`src/rtl/bcd_addsub_seq_if.sv`:
```
// Start/busy/done handshake and operand/result bus of the sequential packed-BCD adder/subtractor.
interface bcd_addsub_seq_if #(parameter int DIGITS = 4);
  logic                  start;
  logic                  sub;
  logic [4*DIGITS-1:0]   a;
  logic [4*DIGITS-1:0]   b;
  logic                  cin;
  logic                  busy;
  logic                  done;
  logic [4*DIGITS-1:0]   s;
  logic                  cout;
  logic                  invalid;

  modport master (output start, sub, a, b, cin,
                  input  busy, done, s, cout, invalid);
  modport slave  (input  start, sub, a, b, cin,
                  output busy, done, s, cout, invalid);
endinterface

```
`src/rtl/bcd_addsub_seq.sv`:
```
// Multi-digit packed-BCD add/subtract, one digit per clock LSD first; done pulses DIGITS edges after start.
// Start is ignored while busy; a start during the done cycle launches the next operation back-to-back.
module bcd_addsub_seq #(
  parameter int DIGITS = 4
) (
  input  logic             clk,
  input  logic             rst_n,
  bcd_addsub_seq_if.slave  bus
);
  localparam int W  = 4 * DIGITS;
  localparam int CW = (DIGITS > 1) ? $clog2(DIGITS) : 1;

  typedef enum logic [1:0] {IDLE, RUN, DONE} state_t;

  state_t          state;
  logic [W-1:0]    a_r, b_r, res_r, res_nx;
  logic            sub_r, c_r, inv_r, in_inv;
  logic [CW-1:0]   cnt;
  logic [CW+1:0]   idx;
  logic [3:0]      a_d, b_d, b_p, dig;
  logic [4:0]      t, t6;
  logic            c_nx, last;

  always_comb begin
    in_inv = 1'b0;
    for (int i = 0; i < DIGITS; i++) begin
      if (bus.a[4*i +: 4] > 4'd9 || bus.b[4*i +: 4] > 4'd9) in_inv = 1'b1;
    end
  end

  // Subtraction is A + nines'(B) + ~borrow; an out-of-range B digit wraps mod 16.
  always_comb begin
    idx    = {cnt, 2'b00};
    a_d    = a_r[idx +: 4];
    b_d    = b_r[idx +: 4];
    b_p    = sub_r ? (4'd9 - b_d) : b_d;
    t      = {1'b0, a_d} + {1'b0, b_p} + {4'b0000, c_r};
    t6     = t + 5'd6;
    c_nx   = (t > 5'd9);
    dig    = c_nx ? t6[3:0] : t[3:0];
    res_nx = res_r;
    res_nx[idx +: 4] = dig;
    last   = (cnt == CW'(DIGITS - 1));
  end

  always_ff @(posedge clk or negedge rst_n) begin
    if (!rst_n) begin
      state       <= IDLE;
      a_r         <= '0;
      b_r         <= '0;
      res_r       <= '0;
      sub_r       <= 1'b0;
      c_r         <= 1'b0;
      inv_r       <= 1'b0;
      cnt         <= '0;
      bus.busy    <= 1'b0;
      bus.done    <= 1'b0;
      bus.s       <= '0;
      bus.cout    <= 1'b0;
      bus.invalid <= 1'b0;
    end else begin
      case (state)
        IDLE, DONE: begin
          bus.done <= 1'b0;
          if (bus.start) begin
            a_r      <= bus.a;
            b_r      <= bus.b;
            sub_r    <= bus.sub;
            c_r      <= bus.sub ? ~bus.cin : bus.cin;
            inv_r    <= in_inv;
            cnt      <= '0;
            res_r    <= '0;
            bus.busy <= 1'b1;
            state    <= RUN;
          end else begin
            state    <= IDLE;
          end
        end
        RUN: begin
          res_r <= res_nx;
          c_r   <= c_nx;
          cnt   <= cnt + 1'b1;
          if (last) begin
            bus.s       <= res_nx;
            bus.cout    <= c_nx;
            bus.invalid <= inv_r;
            bus.busy    <= 1'b0;
            bus.done    <= 1'b1;
            state       <= DONE;
          end
        end
        default: state <= IDLE;
      endcase
    end
  end
endmodule

```
`src/flat_wrapper.sv`:
```
// flat-port wrapper written by rule: the top's interface ports become plain ports
module bcd_addsub_seq_flat 
#(
  parameter int DIGITS = 4
)
  (clk, rst_n, bus_start, bus_sub, bus_a, bus_b, bus_cin, bus_busy, bus_done, bus_s, bus_cout, bus_invalid);
  bcd_addsub_seq_if #(.DIGITS(DIGITS)) bus_i ();
  input  logic clk;
  input  logic rst_n;
  input wire logic [$bits(bus_i.start)-1:0] bus_start;
  input wire logic [$bits(bus_i.sub)-1:0] bus_sub;
  input wire logic [$bits(bus_i.a)-1:0] bus_a;
  input wire logic [$bits(bus_i.b)-1:0] bus_b;
  input wire logic [$bits(bus_i.cin)-1:0] bus_cin;
  output wire logic [$bits(bus_i.busy)-1:0] bus_busy;
  output wire logic [$bits(bus_i.done)-1:0] bus_done;
  output wire logic [$bits(bus_i.s)-1:0] bus_s;
  output wire logic [$bits(bus_i.cout)-1:0] bus_cout;
  output wire logic [$bits(bus_i.invalid)-1:0] bus_invalid;
  assign bus_i.start = bus_start;
  assign bus_i.sub = bus_sub;
  assign bus_i.a = bus_a;
  assign bus_i.b = bus_b;
  assign bus_i.cin = bus_cin;
  assign bus_busy = bus_i.busy;
  assign bus_done = bus_i.done;
  assign bus_s = bus_i.s;
  assign bus_cout = bus_i.cout;
  assign bus_invalid = bus_i.invalid;
  bcd_addsub_seq #(.DIGITS(DIGITS)) u_core (.clk(clk), .rst_n(rst_n), .bus(bus_i));
endmodule
```
`config.mk`:
```
export PLATFORM = sky130hd
export DESIGN_NAME = bcd_addsub_seq_flat
export DESIGN_NICKNAME = d
export VERILOG_FILES = /design/src/rtl/bcd_addsub_seq_if.sv /design/src/rtl/bcd_addsub_seq.sv /design/src/flat_wrapper.sv
export SDC_FILE = /design/constraint.sdc
export NUM_CORES = 1
export LEC_CHECK = 0
export ABC_AREA = 1
export BUFFER_PORTS_ARGS = -buffer_cell sky130_fd_sc_hd__buf_2
export CORE_ASPECT_RATIO = 1.2
export CORE_MARGIN = 3
export CORE_UTILIZATION = 60
export DETAILED_ROUTE_END_ITERATION = 10
export PLACE_DENSITY = 0.91
export SLEW_MARGIN = 5
export SYNTH_ARGS = -nofsm -noshare
export SYNTH_HDL_FRONTEND = slang
export SYNTH_SLANG_ARGS = --single-unit
```
`constraint.sdc`:
```
create_clock -name clk -period 9.9 [get_ports clk]
set_clock_uncertainty 0.15 [all_clocks]
set_input_delay 1.485 -clock clk [delete_from_list [all_inputs] [get_ports clk]]
set_output_delay 1.485 -clock clk [all_outputs]
set_load 0.005 [all_outputs]
```
Yosys cells after proc, flatten, opt, wreduce, memory -nomap -nowiden
Cells that the tools add are included.
Storage, ports and cells
  bits of input ports: 37
  output and inout port bits: 20
  flip-flop bits (word level): 75
  word-level logic and storage cells: 72
Cells by class
  reductions and logical operators: 12
  $lt $le $gt $ge: 9
  shifts and indexed selects: 4
  equal/unequal tests: 5
  bitwise gates (word level): 1
  $add $sub $neg: 6
  muxes and demuxes: 22
Operator list (count)
  $gt A4 B4 Y1 const B: 8
  $pmux W16 S2: 1
  $shiftx A16 B5 Y4: 2
  $bwmux W16: 1
  $mux W16: 1
  $shift A4 B6 Y16 const A: 1
  $shiftx A4 B6 Y16: 1
  $mux W1: 10
  $mux W4: 2
  $pmux W2 S2: 2
  $reduce_and A2 Y1: 4
  $neg A4 Y6: 1
  $pmux W1 S2: 3
  $add A4 B4 Y5: 1
  $add A5 B1 Y5: 1
  $gt A5 B4 Y1 const B: 1
  $add A4 B3 Y4 const B: 1
  $eq A2 B2 Y1 const B: 2
  $logic_or A1 B1 Y1: 4
  $mux W2: 2
  $sub A4 B4 Y4 const A: 1
  $reduce_and A3 Y1: 1
  $add A2 B1 Y2 const B: 1
  $eq A2 B1 Y1 const B: 1
  other kinds (6): 6

Depth between registers and ports, before layout
  depth in word-level cells: 10
  gate-level depth with buffers: 23

Least setup slack after synthesis
OpenSTA, ideal clock, no wires.
  path kind: flip-flop to flip-flop
  from: reg u_core.cnt[0]
  to: reg u_core.bus.s[15]
  period minus slack after synthesis: 3.319 ns
  data arrival time: 3.104 ns
  setup slack: 6.581 ns
  cell stages (with the launch flop): 20
  buffers on the path: 2
  path through: dfrtp_1 > inv_1 > buf_2 > buf_2 > nand2_1 > a32o_1 > fa_1 > inv_1 > fa_1 > inv_1 > ha_1 > nand2_1 > a21boi_2 > nand2_2 > nand2_4 > nand2_2 > nand4_2 > o21bai_2 > nand2_1 > nand2_1
Between the ends
  word-level cells in the longest chain between the ends: 9
RTL lines
  from (decl): RTL line bcd_addsub_seq.sv:18  | logic [CW-1:0] cnt;
  from (signal assigned): RTL line bcd_addsub_seq.sv:82  | cnt <= cnt + 1'b1;
  $shiftx A16 B5 Y4: RTL line bcd_addsub_seq.sv:35  | b_d = b_r[idx +: 4];
  $sub A4 B4 Y4: RTL line bcd_addsub_seq.sv:36  | b_p = sub_r ? (4'd9 - b_d) : b_d;
  $mux W4: RTL line bcd_addsub_seq.sv:36
  $add A4 B4 Y5: RTL line bcd_addsub_seq.sv:37  | t = {1'b0, a_d} + {1'b0, b_p} + {4'b0000, c_r};
  $add A5 B1 Y5: RTL line bcd_addsub_seq.sv:37
  $add A4 B3 Y4 or $gt A5 B4 Y1 (tied branches): RTL line bcd_addsub_seq.sv:38, bcd_addsub_seq.sv:39
  $mux W4: RTL line bcd_addsub_seq.sv:40  | dig = c_nx ? t6[3:0] : t[3:0];
  $shiftx A4 B6 Y16: RTL line bcd_addsub_seq.sv:42  | res_nx[idx +: 4] = dig;
  $bwmux W16: RTL line bcd_addsub_seq.sv:42
  to (signal assigned): RTL line bcd_addsub_seq.sv:84  | bus.s <= res_nx;
  to (decl): RTL line bcd_addsub_seq_if.sv:17  | output busy, done, s, cout, invalid);
Several ways; a longest one is shown, not always the timed one.
A chain may end at the register's enable or synchronous reset.

Worst setup path after layout
  from: reg u_core.cnt[0]
  to: reg u_core.res_r[5]
Between the ends
  word-level cells in the longest chain between the ends: 10
RTL lines
  $shiftx A16 B5 Y4: RTL line bcd_addsub_seq.sv:35
  $sub A4 B4 Y4: RTL line bcd_addsub_seq.sv:36
  $mux W4: RTL line bcd_addsub_seq.sv:36
  $add A4 B4 Y5: RTL line bcd_addsub_seq.sv:37
  $add A5 B1 Y5: RTL line bcd_addsub_seq.sv:37
  $add A4 B3 Y4 or $gt A5 B4 Y1 (tied branches): RTL line bcd_addsub_seq.sv:38, bcd_addsub_seq.sv:39
  $mux W4: RTL line bcd_addsub_seq.sv:40
  $shiftx A4 B6 Y16: RTL line bcd_addsub_seq.sv:42
  $bwmux W16 *: RTL line bcd_addsub_seq.sv:42
  $pmux W16 S2 *: RTL line bcd_addsub_seq.sv:62  | case (state)
  to (signal assigned): RTL line bcd_addsub_seq.sv:80  | res_r <= res_nx;
  to (decl): RTL line bcd_addsub_seq.sv:16  | logic [W-1:0] a_r, b_r, res_r, res_nx;
Mark *: on every way between the ends. The rest lies on a longest branch, timed or not.

==> results.md <==
* Die Width at 78.36 microns
* Sink Count at 75
* Vias in the first global route at 3,258
* Synth top area cells: dfrtp_1, nand2_1, o21ai_0
* Final core occ at 71.09%
* P&R area growth vs syn at 14.11%
* # IOs at 57
* Main flop type after synthesis: dfrtp_1
* Fmax at 0.2246 GHz
* Fraction of registers with async set/reset at 100.0%
* Seq/Total Area, Yosys at 49.78%
* Detail Route Antenna Nets at 0
* Pre-antenna DRT Iters at 5
* Pre-CTS setup slack at 5.566 ns
* Initial DRC Count at 259
* Vias per cell at 5.365
* Netlist Area Pre-Place at 3770 sq um
* Crit-path slowest cell: dfrtp_1
* Worst-path clk slew at 0.08 ns
* Period utilisation layout at 44.97%
* Clk buf depth at 2
* Rows at 31
* Synth top cells by count: nand2_1, dfrtp_1, inv_1
* CP Data Required Time at 9.99 ns
* Area leader, netlist: dfrtp_1
* Most common cell in the netlist: nand2_1
* Data arrival time of the worst path at 4.54 ns
* Fill count at 503
* Final Hold Vio Count at 0
* Port Buf Inserts at 56
* Post-route DRC violation count at 0
* DP HPWL at 5.950 mm
* Final worst slack at 5.448 ns
* Synth Instances at 477
* YS warnings at 0
* Crit. End Element: flip-flop
* Initial antenna violation count at 0
* Tmin final at 4.452 ns
* H-Tree Depth at 3
* Worst Tran Pin Value at 0.9107 ns
* First-pass GRT wire length at 14.37 mm
* Antenna cells at 0
* Fraction of layout cells with a size suffix above 1 at 16.67%
* DRT Wirelength at 8.395 mm
* Status: completed
* TritonCTS buffer count at 9
* Hold Crit Class: flip-flop to flip-flop
* Starting Density at 62.30%
* Clk_lat worst skew at 0.36 ns
* Yosys top cell area share at 49.78%
* Max Slew Vio Count at 0
* Worst-path fanout max at 26
* Nets at 579
* Global route overflow at 0
* Top cell by count, worst path: nand2_1
* Per-cell routed wire length at 13.63 microns
* Core Box Area at 6051 sq um
* RSZ-0062 raised after global routing: no
* Final setup fails at 0
* Cell at the root of the clock tree: clkbuf_8
* Postcts setup bufs at 0
* Resized Gates After CTS at 0
* Die height at 92.83 microns
* Worst slew margin at 39.29%
* Setup TNS at 0 ns
* Flops & latches, synth at 75
* Largest net degree at the start of global routing at 76
* Library cells used by synthesis at 34
* Crit Path Class: flip-flop to flip-flop
* Synth Area per Inst at 7.903 sq um
* Critical-path cell list: inv_1 > o21ai_0 > o22ai_1 > xnor2_1 > fa_1 > inv_1 > fa_1 > inv_1 > ha_1 > nand2_1 > a21boi_2 > nand2_2 > nand2_4 > nand2_1 > nand2_2 > nand4_1 > nand2_1 > nand2_1 > nand2_1
* Syn Nets at 527
* CTS tree: done
* Critical Path Max Stage Delay at 0.88 ns
* Post-synth EDFFs at 0
* Routability cong. at 0.8896
* CTS Hold Bufs at 0
* Crit path launch type: flip-flop
* Total track usage at 25.24%
* Total vias in the final route at 3,305
* Worst Hold Margin at 0.3269 ns
* Total of max-cap violations at 0
* Die footprint at 7274 sq um
-- per-layer routing --
metal	vias to the layer above	wire length, microns	GRT usage [%]
li1	1614	-	-
met4	0	191	12.24
met1	1584	3473	30.75
met2	90	4352	42.71
met5	-	0	0
met3	17	377	5.058
-- cells in the final DEF, fill, tap and decap left out --
cell type,instances
inv_2,2
o21bai_2,2
a21oi_1,7
clkinv_2,1
nand3b_1,1
xnor2_1,2
nand4_2,1
o221ai_1,1
clkinv_4,2
clkinvlp_4,1
a21oi_2,1
fa_1,2
nand2_1,223
buf_2,56
nor3_1,2
nor2_1,19
nor2_4,1
inv_1,36
o21ai_0,29
a21boi_2,1
a32o_1,2
dfrtp_1,75
a22o_1,1
clkbuf_8,9
nand3_1,13
clkbuf_1,1
nor4_2,1
ha_1,11
o32a_1,1
nand4_1,6
o22ai_1,10
nand2_4,1
bufinv_16,2
a22oi_1,1
nand2_2,6
a32oi_1,1
buf_4,2
xor2_1,1
-- per-stage QoR --
step | instances | cell area, sq um
floorplan | 477 | 3770
global placement | 600 | 4084
detailed placement | 600 | 4084
CTS | 616 | 4302
global route | 616 | 4302
finish | 616 | 4302
-- cells by family (layout without fill, tap and decap cells) --
group | count (synthesis) | after routing | synth area share, %
flops | 75 | 75 | 49.78
compound gates | 57 | 57 | 9.260
xor+xnor | 3 | 3 | 0.6971
buf+inv | 55 | 112 | 6.007
simple gates | 274 | 274 | 29.54
fa+ha+maj | 13 | 13 | 4.713
-- cell type report --
cell class / count / area (sq um) / share of cell area (%)
Clock buffer: 10 / 127.6 / 2.967
Timing Repair Buffer: 58 / 295.3 / 6.864
Inverter: 38 / 142.6 / 3.316
Clock inverter: 6 / 90.09 / 2.094
Multi-Input combinational cell: 347 / 1667 / 38.74
Tap cell: 82 / 102.6 / 2.385
Sequential cell: 75 / 1877 / 43.63
-- path summary, 6_finish.rpt --
| check | startpoint | to | slack, ns | cells past startpoint |
|---|---|---|---|---|
| min in group asynchronous | rst_n | u_core.bus.s[1]$_DFFE_PN0P_ | 1.17 | 2 |
| worst min-delay path | u_core.bus.s[14]$_DFFE_PN0P_ | u_core.bus.s[14]$_DFFE_PN0P_ | 0.33 | 2 |
| worst max-delay path | u_core.cnt[0]$_DFFE_PN0P_ | u_core.res_r[5]$_DFFE_PN0P_ | 5.45 | 19 |
| worst max register to register | u_core.cnt[0]$_DFFE_PN0P_ | u_core.res_r[5]$_DFFE_PN0P_ | 5.45 | 19 |
| worst min register to register | u_core.bus.s[14]$_DFFE_PN0P_ | u_core.bus.s[14]$_DFFE_PN0P_ | 0.33 | 2 |
| max in group asynchronous | rst_n | u_core.bus.s[8]$_DFFE_PN0P_ | 7.81 | 2 |
-- registers in the layout (all words and copies together), names as in the netlist --
signal and flops:
u_core.bus.busy 1, u_core.bus.cout 1, u_core.c_r 1, u_core.inv_r 1, u_core.bus.done 1, u_core.state 2, u_core.a_r 16, u_core.bus.invalid 1
u_core.bus.s 16, u_core.cnt 2, u_core.sub_r 1, u_core.b_r 16, u_core.res_r 16
-- worst max-delay path, delay by kind of cell (launching register included) --
kind | cells | cell delay [ns]
fa+ha+maj | 3 | 1.09
flops | 1 | 0.88
buf+inv | 3 | 0.76
simple gates | 9 | 0.73
compound gates | 3 | 0.55
xor+xnor | 1 | 0.16
Power is not shown: default switching activity piles up to over one toggle a cycle in this logic, so the estimate is an artifact.
